--- src/rtl/kb_pkg.sv ---
// rtl/kb_pkg.sv - shared encodings and constants for the PS/2 keyboard controller
package kb_pkg;

  // Receive FSM state encoding
  typedef enum logic [1:0] {
    RX_IDLE   = 2'd0,
    RX_DATA   = 2'd1,
    RX_PARITY = 2'd2,
    RX_STOP   = 2'd3
  } rx_state_t;

  // STATUS word bit positions
  localparam int BIT_OVF  = 10;
  localparam int BIT_ERR  = 9;
  localparam int BIT_FULL = 8;

  // DATA word valid bit position
  localparam int BIT_VALID = 8;

  // Break (key release) prefix byte
  localparam logic [7:0] BREAK_CODE = 8'hF0;

  // Byte offsets inside the keyboard window (KB_START = 0x812D4)
  localparam logic [3:0] KB_DATA_OFS   = 4'h0;
  localparam logic [3:0] KB_STATUS_OFS = 4'h2;

  // PS/2 uses odd parity: data bits plus parity bit must hold an odd number of ones
  function automatic logic odd_parity_ok(input logic [7:0] data, input logic par);
    return ^{data, par};
  endfunction

endpackage

--- src/rtl/kb_fifo.sv ---
// rtl/kb_fifo.sv - synchronous scan-code FIFO with simultaneous push/pop on full
module kb_fifo #(
  parameter int DEPTH = 16,
  parameter int AW    = 4
) (
  input  logic          clk,
  input  logic          rst,
  input  logic          push,
  input  logic [7:0]    push_data,
  input  logic          pop,
  output logic [7:0]    head,
  output logic [AW:0]   count,
  output logic          full,
  output logic          empty,
  output logic          avail
);

  localparam logic [AW-1:0] PTR_ONE = AW'(1);
  localparam logic [AW:0]   CNT_ONE = (AW + 1)'(1);

  logic [7:0]    mem [DEPTH];
  logic [AW-1:0] wr_ptr;
  logic [AW-1:0] rd_ptr;
  logic [AW:0]   count_n;
  logic          do_push;
  logic          do_pop;

  assign full  = (count == (AW + 1)'(DEPTH));
  assign empty = ~avail;
  assign head  = mem[rd_ptr];

  // A pop frees a slot in the same cycle, so a push into a full FIFO is accepted alongside a pop
  always_comb begin
    do_pop  = pop & avail;
    do_push = push & (~full | do_pop);
    count_n = count;
    if (do_push && !do_pop) count_n = count + CNT_ONE;
    else if (do_pop && !do_push) count_n = count - CNT_ONE;
  end

  // Storage array; no reset needed since reads are qualified by count
  always_ff @(posedge clk) begin
    if (do_push) mem[wr_ptr] <= push_data;
  end

  // Pointers, occupancy and the registered non-empty flag
  always_ff @(posedge clk or posedge rst) begin
    if (rst) begin
      wr_ptr <= '0;
      rd_ptr <= '0;
      count  <= '0;
      avail  <= 1'b0;
    end else begin
      if (do_push) wr_ptr <= wr_ptr + PTR_ONE;
      if (do_pop)  rd_ptr <= rd_ptr + PTR_ONE;
      count <= count_n;
      avail <= (count_n != '0);
    end
  end

endmodule

--- src/rtl/kb_controller.sv ---
// rtl/kb_controller.sv - PS/2 keyboard receiver with scan-code FIFO; optional KB_BREAK_FILTER_EN drops break sequences
module kb_controller
  import kb_pkg::*;
#(
  parameter int FIFO_DEPTH  = 16,
  parameter int FIFO_AW     = 4,
  parameter int FILTER_LEN  = 8,
  parameter int TIMEOUT_CYC = 100000
) (
  input  logic        clk,
  input  logic        reset,
  input  logic        ps2_clk,
  input  logic        ps2_data,
  input  logic        rd_en,
  input  logic        addr_sel,
  output logic [15:0] rdata,
  output logic        kb_avail
);

  localparam int FL_W = $clog2(FILTER_LEN + 1);
  localparam int TO_W = $clog2(TIMEOUT_CYC + 1);

  logic            clk_s1, clk_s2, dat_s1, dat_s2;
  logic            filt, filt_d;
  logic [FL_W-1:0] filt_cnt;
  logic            fall_evt;

  rx_state_t       state, state_n;
  logic [2:0]      bit_cnt;
  logic [7:0]      shreg;
  logic            par_bit;
  logic [TO_W-1:0] to_cnt;
  logic            frame_ok, frame_bad;

  logic            fifo_push, fifo_pop, stat_rd;
  logic [7:0]      fifo_head;
  logic [FIFO_AW:0] fifo_count;
  logic            fifo_full, fifo_empty;
  logic            ovf_flag, err_flag;
  logic [3:0]      ofs;
  logic [15:0]     data_word, status_word;

  // Two-stage synchronisers; reset to the idle-high bus level so no false edge follows reset
  always_ff @(posedge clk or posedge reset) begin
    if (reset) begin
      clk_s1 <= 1'b1;
      clk_s2 <= 1'b1;
      dat_s1 <= 1'b1;
      dat_s2 <= 1'b1;
    end else begin
      clk_s1 <= ps2_clk;
      clk_s2 <= clk_s1;
      dat_s1 <= ps2_data;
      dat_s2 <= dat_s1;
    end
  end

  // Glitch filter: the filtered clock follows only after FILTER_LEN consecutive differing samples
  always_ff @(posedge clk or posedge reset) begin
    if (reset) begin
      filt     <= 1'b1;
      filt_d   <= 1'b1;
      filt_cnt <= '0;
    end else begin
      filt_d <= filt;
      if (clk_s2 == filt) begin
        filt_cnt <= '0;
      end else if (filt_cnt == FL_W'(FILTER_LEN - 1)) begin
        filt     <= clk_s2;
        filt_cnt <= '0;
      end else begin
        filt_cnt <= filt_cnt + FL_W'(1);
      end
    end
  end

  assign fall_evt = filt_d & ~filt;

  // RX state register
  always_ff @(posedge clk or posedge reset) begin
    if (reset) state <= RX_IDLE;
    else       state <= state_n;
  end

  // RX next-state and frame verdict; a timeout overrides everything except a coincident edge
  always_comb begin
    state_n   = state;
    frame_ok  = 1'b0;
    frame_bad = 1'b0;
    case (state)
      RX_IDLE:   if (fall_evt && !dat_s2) state_n = RX_DATA;
      RX_DATA:   if (fall_evt && bit_cnt == 3'd7) state_n = RX_PARITY;
      RX_PARITY: if (fall_evt) state_n = RX_STOP;
      RX_STOP: begin
        if (fall_evt) begin
          if (dat_s2 && odd_parity_ok(shreg, par_bit)) frame_ok = 1'b1;
          else frame_bad = 1'b1;
          state_n = RX_IDLE;
        end
      end
      default:   state_n = RX_IDLE;
    endcase
    if (state != RX_IDLE && !fall_evt && to_cnt == TO_W'(TIMEOUT_CYC - 1)) begin
      state_n   = RX_IDLE;
      frame_bad = 1'b1;
    end
  end

  // RX datapath: bit counter, LSB-first shift register, parity capture and inactivity counter
  always_ff @(posedge clk or posedge reset) begin
    if (reset) begin
      bit_cnt <= '0;
      shreg   <= '0;
      par_bit <= 1'b0;
      to_cnt  <= '0;
    end else begin
      if (fall_evt) begin
        case (state)
          RX_IDLE:   bit_cnt <= '0;
          RX_DATA: begin
            shreg   <= {dat_s2, shreg[7:1]};
            bit_cnt <= bit_cnt + 3'd1;
          end
          RX_PARITY: par_bit <= dat_s2;
          default:   ;
        endcase
      end
      if (state == RX_IDLE || fall_evt) to_cnt <= '0;
      else                              to_cnt <= to_cnt + TO_W'(1);
    end
  end

`ifdef KB_BREAK_FILTER_EN
  logic drop_next;

  assign fifo_push = frame_ok && (shreg != BREAK_CODE) && !drop_next;

  // Swallow 0xF0 and the byte after it; any bad or aborted frame forgets the pending drop
  always_ff @(posedge clk or posedge reset) begin
    if (reset)          drop_next <= 1'b0;
    else if (frame_bad) drop_next <= 1'b0;
    else if (frame_ok)  drop_next <= (shreg == BREAK_CODE);
  end
`else
  assign fifo_push = frame_ok;
`endif

  assign fifo_pop = rd_en & ~addr_sel;
  assign stat_rd  = rd_en & addr_sel;

  kb_fifo #(
    .DEPTH (FIFO_DEPTH),
    .AW    (FIFO_AW)
  ) u_fifo (
    .clk       (clk),
    .rst       (reset),
    .push      (fifo_push),
    .push_data (shreg),
    .pop       (fifo_pop),
    .head      (fifo_head),
    .count     (fifo_count),
    .full      (fifo_full),
    .empty     (fifo_empty),
    .avail     (kb_avail)
  );

  // Sticky flags: a set in the same cycle as a status-read clear wins
  always_ff @(posedge clk or posedge reset) begin
    if (reset) begin
      ovf_flag <= 1'b0;
      err_flag <= 1'b0;
    end else begin
      ovf_flag <= (fifo_push & fifo_full & ~fifo_pop) | (ovf_flag & ~stat_rd);
      err_flag <= frame_bad | (err_flag & ~stat_rd);
    end
  end

  assign ofs = addr_sel ? KB_STATUS_OFS : KB_DATA_OFS;

  // Read mux: DATA shows head and valid, STATUS shows flags and occupancy
  always_comb begin
    data_word                = '0;
    data_word[BIT_VALID]     = ~fifo_empty;
    data_word[7:0]           = fifo_empty ? 8'h00 : fifo_head;
    status_word              = '0;
    status_word[BIT_OVF]     = ovf_flag;
    status_word[BIT_ERR]     = err_flag;
    status_word[BIT_FULL]    = fifo_full;
    status_word[4:0]         = 5'(fifo_count);
    rdata = (ofs == KB_STATUS_OFS) ? status_word : data_word;
  end

endmodule

--- config.mk ---
export PLATFORM = sky130hd
export DESIGN_NAME = kb_controller
export DESIGN_NICKNAME = d
export VERILOG_FILES = /design/src/rtl/kb_pkg.sv /design/src/rtl/kb_fifo.sv /design/src/rtl/kb_controller.sv
export SDC_FILE = /design/constraint.sdc
export NUM_CORES = 1
export LEC_CHECK = 0
export CORE_ASPECT_RATIO = 0.8
export CORE_MARGIN = 4
export CORE_UTILIZATION = 64
export CTS_BUF_LIST = sky130_fd_sc_hd__clkbuf_4 sky130_fd_sc_hd__clkbuf_8
export DETAILED_ROUTE_END_ITERATION = 12
export PLACE_DENSITY = 0.82
export SLEW_MARGIN = 10
export SYNTH_ARGS = -nofsm -noshare
export SYNTH_HDL_FRONTEND = slang
export SYNTH_SLANG_ARGS = --single-unit
--- constraint.sdc ---
create_clock -name clk -period 4.1 [get_ports clk]
set_input_delay 1.23 -clock clk [delete_from_list [all_inputs] [get_ports clk]]
set_output_delay 1.23 -clock clk [all_outputs]
set_load 0.01 [all_outputs]
==> results of run 1 <==
-- kinds of logic (layout without fill, tap and decap cells) --
logic type,count (synthesis),in the layout,share of synthesized area
DFF,185,185,0.6720
and+or+nand+nor,123,123,0.07886
muxes,56,56,0.1384
buffers and inverters,38,86,0.02167
xor gates and xnor gates,32,32,0.03967
AOI/OAI and AO/OA,30,30,0.02342
adders and majority gates,16,16,0.02549
other,1,5,0.0004775
-- flip-flops by register name, indices dropped and copies added, names as in the netlist, 2 cells and up --
signal and flops:
u_fifo.rd_ptr 4, u_fifo.mem 128, shreg 8, u_fifo.count 5, state 2, to_cnt 17
filt_cnt 4, u_fifo.wr_ptr 4, bit_cnt 3
-- placed cells by master, fill, tap and decap left out, drive strengths merged, types with 6 or more instances in the layout --
cell | Yosys | routed
o21ai | 15 | 15
mux2 | 11 | 11
clkdlybuf4s50 | 0 | 10
mux4 | 40 | 40
buf | 11 | 23
ha | 16 | 16
inv | 14 | 17
nand3 | 16 | 16
xnor2 | 16 | 16
nor2b | 7 | 7
clkbuf | 13 | 18
and2 | 10 | 10
xor2 | 14 | 14
a21oi | 6 | 6
nor2 | 32 | 32
dfstp | 6 | 6
nand2 | 28 | 28
edfxtp | 128 | 128
dfrtp | 51 | 51
-- metal layers --
layer	wire (µm)	global-route usage	share of wire
met1	6166	0.3093	0.43
met2	7320	0.3646	0.51
met3	741	0.04268	0.051
met4	255	0.06672	0.018
met5	0	0	0
-- timing repair --
item,4_1_cts,5_1_grt
gates cloned,1,0
gates resized for setup,6,3
hold endpoints to repair,0,0
setup buffers,1,7
endpoints found under the setup margin,6,3
-- layout make-up --
| cell class | instances | area, µm² | area share |
|---|---|---|---|
| repair buffers | 40 | 390.4 | 0.04479 |
| flip-flops and latches | 185 | 5279 | 0.6057 |
| clock inverters | 14 | 146.4 | 0.01680 |
| inverters | 14 | 52.55 | 0.006029 |
| multi-input cells | 262 | 2421 | 0.2778 |
| clock buffers | 18 | 241.5 | 0.02771 |
| well taps | 148 | 185.2 | 0.02125 |
-- power breakdown --
group / total [W] / leakage [nW] / internal (W) / switching, W
clock network: 0.00118 / 0.185 / 0.000550 / 0.000631
logic: 0.00109 / 1.13 / 0.000563 / 0.000529
registers: 0.00228 / 1.93 / 0.00211 / 0.000173
total: 0.00455 / 3.24 / 0.00322 / 0.00133
-- stage by stage --
| stage | setup WS [ns] | cells | util | hold WS, ns | total power (W) |
|---|---|---|---|---|---|
| finish | 0.1205 | 681 | 0.7426 | 0.3599 | 0.004553 |
| global route | 0.005612 | 681 | 0.7426 | 0.3682 | 0.004783 |
| CTS | 0.002842 | 674 | 0.7374 | 0.3612 | 0.004530 |
| detailed placement | 0.07220 | 640 | 0.7009 | 0.3476 | 0.003310 |
| global placement | 0.1461 | 640 | 0.7009 | 0.3461 | 0.003256 |
| floorplan | 0.4459 | 485 | - | 0.3452 | 0.003006 |
-- Yosys cell counts (all sizes together), types with 5 or more instances --
cell type | count | share of area
a21oi | 6 | 0.0038
and2 | 10 | 0.0080
buf | 11 | 0.0088
clkbuf | 13 | 0.0062
dfrtp | 51 | 0.16
dfstp | 6 | 0.020
edfxtp | 128 | 0.49
ha | 16 | 0.025
inv | 14 | 0.0067
mux2 | 11 | 0.016
mux2i | 5 | 0.0080
mux4 | 40 | 0.11
nand2 | 28 | 0.013
nand3 | 16 | 0.010
nand4 | 5 | 0.0040
nor2 | 32 | 0.015
nor2b | 7 | 0.0056
nor4 | 5 | 0.0040
o21ai | 15 | 0.0096
xnor2 | 16 | 0.018
xor2 | 14 | 0.016
-- worst paths after layout --
kind                                                endpoint  slack, ns  cells after the start
worst max-delay path                                rdata[1]       0.12                      6
worst min-delay path                        clk_s2$_DFF_PP1_       0.36                      0
worst max register to register   u_fifo.mem[11][7]$_DFFE_PP_       0.49                      6
worst min register to register              clk_s2$_DFF_PP1_       0.36                      0
max in group asynchronous       u_fifo.rd_ptr[0]$_DFFE_PP0P_       2.31                      3
min in group asynchronous                to_cnt[5]$_DFF_PP0_       1.15                      2
==> impl_metrics.csv, run 1 <==
group,metric,value,unit
outcome,status,"finished clean",
sta,fmax,0.2513,GHz
synth,syn_area_per_cell,16.33,µm²
worst_hold_path,min_from,"clk_s1$_DFF_PP1_",
routing,postRouteAntennaNets,0,
power_and_ir_drop,p_leak,3.244,nW
critical_path,critPathCaptureType,"primary output",
power_and_ir_drop,power.density,522.4,mW/mm²
clock_tree,cts_sinks,185,
synth,syn-cell-area,0.007854,mm²
critical_path,crit_slowest_cell,"mux4_2",
critical_path,critPathLaunch,"u_fifo.rd_ptr[0]$_DFFE_PP0P_",
sta,slew_viol_final,0,
sta,relSlewSlack,0.5166,
global_route,grt_pass1_vias,4258,
sta,setup_tns,0,ns
routing,routed_via_density,6.210,
placement,placed_area,0.008225,mm²
sta,fin_skew,0.01046,ns
routing,drc_errors,0,
final_layout,diodes,0,
routing,wire_per_inst,21.27,µm
critical_path,slowest_delay,0.53,ns
final_layout,drive_gt1_frac,0.2233,
synth,ys.flop_type,"edfxtp_1",
routing,drtPass1Iterations,5,
clock_tree,cts_hold_buf,0,
sta,tightestPinTransition,0.7176,ns
placement,dp_hpwl,9.397,mm
clock_tree,clk_pin_slew,0.09,ns
final_layout,fill_cells,700,
global_route,grt.overflow.total,0,
global_route,grt_util_all_layers,0.2220,
clock_tree,cts_buffers,17,
sta,hold_violations,0,
flow_run,drv_cap,0,
critical_path,required,2.87,ns
floorplanning,initial_core_util,0.6692,
clock_tree,htreeDepth,4,
synth,yosys_warnings,0,
synth,synth_edf_count,128,
clock_tree,cts-root-buf,"clkbuf_8",
floorplanning,dieArea,0.01412,mm²
sta,fin_crit_sh,0.9706,
final_layout,stdcell_area,0.008716,mm²
synth,syn_inst,481,
floorplanning,die_h,107.1,µm
synth,ys_ff_latch,185,
global_route,antenna_found_initial,0,
critical_path,r2r_start,"shreg[0]$_DFFE_PP0P_",
routing,first_iter_violations,481,
routing,vias,4229,
final_layout,area_growth,10.98,%
synth,synthArstFlopShare,0.3081,
critical_path,crit_top_cell,"mux4_2",
critical_path,arrival,2.75,ns
synth,yosysSeqAreaShare,0.6720,
sta,setup_viol,0,
power_and_ir_drop,ir_drop,0.2870,mV
synth,ys_types,47,
critical_path,crit_fanout,11,
sta,period_needed,3.980,ns
sta,rsz0062_at_grt,"false",
critical_path,crit_family,"multiplexers",
floorplanning,rows,35,
floorplanning,coreArea,0.01174,mm²
critical_path,critPathKind,"reg -> out",
critical_path,path_buf_inv,2,
global_route,grt_first_pass_wirelength,23.51,mm
clock_tree,clkLatencyLatePin,0.45,ns
floorplanning,die_w,131.9,µm
placement,portBuffers,17,
final_layout,finalNetCount,542,
critical_path,path_cells,"buf_12 -> mux4_2 -> mux4_2 -> nand3_1 -> o21ai_0 -> clkdlybuf4s50_1",
clock_tree,cts_tree,"done",
floorplanning,io_pins,23,
routing,drt-total-wl,14.48,mm
placement,gp_congestion,0.8685,
critical_path,startpoint_type,"register",
clock_tree,clk_path_buf_depth,2,
worst_hold_path,hold_path_class,"reg -> reg",
global_route,grt_start_max_net_pins,30,
No activity file was read; power rests on OpenSTA's default activity.
==> inputs of run 2 (changes only) <==
==> constraint.sdc (replaced) <==
create_clock -name clk -period 4.1 [get_ports clk]
set_input_delay 0.41 -clock clk [delete_from_list [all_inputs] [get_ports clk]]
set_output_delay 0.41 -clock clk [all_outputs]
set_load 0.01 [all_outputs]
==> run 2 against run 1 <==
  * Wire length grew 4.7%
  * Clock skew rose by 0.0071 ns
  * Combinational power down 13%
  * Via count shrank 0.69%
  * Power decreased by 1.3%
  * Worst setup slack better by 0.33 ns
  * Hold slack got worse by 0.0049 ns
  * Core utilization decreased by 0.71 points
  * Cell count shrank 1.0%
  * Die area unchanged
  * Critical path type unchanged
==> impl_metrics.csv, run 2 (synthesized netlist as in run 1, its figures left out) <==
group,metric,value,unit
outcome,status,"finished clean",
sta,tightestPinTransition,0.8551,ns
critical_path,path_cells,"buf_4 -> mux4_2 -> mux4_2 -> nand2_1 -> o21ai_0 -> clkdlybuf4s50_1",
power_and_ir_drop,ir_drop,0.4098,mV
critical_path,arrival,3.24,ns
critical_path,critPathCaptureType,"primary output",
final_layout,largestRegisters,"u_fifo.mem: 128 flops, to_cnt: 17 flops, shreg: 8 flops",
floorplanning,rows,35,
clock_tree,clkLatencyLatePin,0.45,ns
power_and_ir_drop,power.density,520.7,mW/mm²
clock_tree,cts_setup_buffers,0,
critical_path,crit_slowest_cell,"dfrtp_2",
clock_tree,cts_hold_buf,0,
routing,first_iter_violations,442,
critical_path,crit_top_cell,"mux4_2",
placement,dp_hpwl,10.21,mm
final_layout,finalNetCount,535,
critical_path,crit_fanout,16,
clock_tree,htreeDepth,4,
final_layout,final_util,0.7355,
power_and_ir_drop,p_leak,3.181,nW
sta,setup_viol,0,
sta,slew_viol_final,0,
sta,hold-worst-slack,0.3550,ns
final_layout,drive_gt1_frac,0.2167,
clock_tree,cts_buffers,17,
final_layout,area_growth,9.909,%
routing,wire_per_inst,22.50,µm
critical_path,reg2reg_slack,0.97,ns
worst_hold_path,min_from,"ps2_data",
floorplanning,io_pins,23,
placement,portBuffers,17,
final_layout,final_cell_mix,"edfxtp_1 (128), dfrtp_1 (50), mux4_2 (40)",
floorplanning,die_w,131.9,µm
routing,drtPass1Iterations,7,
clock_tree,cts_tree,"done",
worst_hold_path,hold-path-endpoint,"dat_s1$_DFF_PP1_",
sta,rsz0062_at_grt,"false",
placement,gp_congestion,0.8449,
final_layout,final_common_cell,"edfxtp_1",
clock_tree,cts-root-buf,"clkbuf_8",
global_route,grt_util_all_layers,0.2336,
clock_tree,cts_resized,0,
routing,routed_via_density,6.231,
floorplanning,initial_core_util,0.6692,
floorplanning,coreArea,0.01174,mm²
critical_path,r2r_start,"shreg[0]$_DFFE_PP0P_",
sta,setup_tns,0,ns
floorplanning,die_h,107.1,µm
sta,fin_skew,0.01758,ns
routing,vias,4200,
critical_path,startpoint_type,"register",
routing,drt-total-wl,15.17,mm
final_layout,stdcell_count,674,
global_route,antenna_found_initial,0,
placement,dp_cells,642,
worst_hold_path,min_path_cells,1,
routing,postRouteAntennaNets,0,
critical_path,r2r-end,"u_fifo.mem[15][2]$_DFFE_PP_",
worst_hold_path,hold_path_class,"in -> reg",
routing,drc_errors,0,
clock_tree,cts_sinks,185,
final_layout,largest_reg_flops,128,
global_route,grt_start_max_net_pins,37,
final_layout,diodes,0,
flow_run,drv_cap,0,
global_route,grt.overflow.total,0,
sta,relSlewSlack,0.4279,
sta,hold_violations,0,
global_route,grt_pass1_vias,4330,
floorplanning,dieArea,0.01412,mm²
critical_path,required,3.69,ns
sta,period_needed,3.653,ns
sta,fin_crit_sh,0.8911,
global_route,grt_first_pass_wirelength,24.38,mm
clock_tree,clk_path_buf_depth,2,
critical_path,critPathKind,"reg -> out",
critical_path,rr_worst_depth,6,
final_layout,top_register,"u_fifo.mem",
critical_path,slowest_delay,0.68,ns
clock_tree,clk_pin_slew,0.10,ns
sta,fmax,0.2737,GHz
run 2: report_power, final:
part / internal, W / switching [W] / total [W]
registers: 0.00211 / 0.000193 / 0.00230
logic: 0.000479 / 0.000472 / 0.000951
clock network: 0.000575 / 0.000670 / 0.00124
run 2: stage by stage:
step	setup slack (ns)	cell area, µm²	power, W
2_1_floorplan	1.024	7869	0.003006
3_3_place_gp	0.9158	8228	0.003252
3_5_place_dp	0.8867	8228	0.003293
4_1_cts	0.3866	8632	0.004516
5_1_grt	0.2406	8632	0.004721
6_report	0.4466	8632	0.004494
run 2: how the worst max path moves through the flow:
stage / slack, ns / startpoint / to / cells past startpoint
floorplan: 1.02 / shreg[0]$_DFFE_PP0P_ / u_fifo.mem[0][0]$_DFFE_PP_ / 6
global placement: 0.92 / addr_sel / u_fifo.mem[14][2]$_DFFE_PP_ / 6
detailed placement: 0.89 / u_fifo.rd_ptr[0]$_DFFE_PP0P_ / rdata[3] / 6
CTS: 0.39 / u_fifo.rd_ptr[0]$_DFFE_PP0P_ / rdata[2] / 6
global route: 0.24 / u_fifo.rd_ptr[0]$_DFFE_PP0P_ / rdata[2] / 6
finish: 0.45 / u_fifo.rd_ptr[0]$_DFFE_PP0P_ / rdata[2] / 6
run 2: cell type report:
cell class	count	area, µm²
clock buffer	18	247.7
clock inverter	14	156.4
fill	719	3104
inverter	14	52.55
multi-input combinational	262	2421
sequential	185	5279
tap	148	185.2
timing repair buffer	33	290.3
run 2: worst max-delay path, delay by kind of cell, from the launching register on:
kind            cells  cell delay, ns
simple gates        1            0.08
buf+inv             2            0.82
flops               1            0.68
mux                 2            1.12
compound gates      1            0.07
run 2: metal layers:
| metal | share of wire | routed length, µm | global-route usage |
|---|---|---|---|
| met5 | 0 | 0 | 0 |
| met2 | 0.49 | 7409 | 0.3734 |
| met4 | 0.017 | 253 | 0.07196 |
| met3 | 0.067 | 1012 | 0.06285 |
| met1 | 0.43 | 6489 | 0.3213 |
==> inputs of run 3 (changes only) <==
Settings changed: ABC_AREA set to 0, HOLD_SLACK_MARGIN set to 0.12.
==> results of run 3 <==
Same layout as run 2: the final DEF is identical, and so are final timing and power.
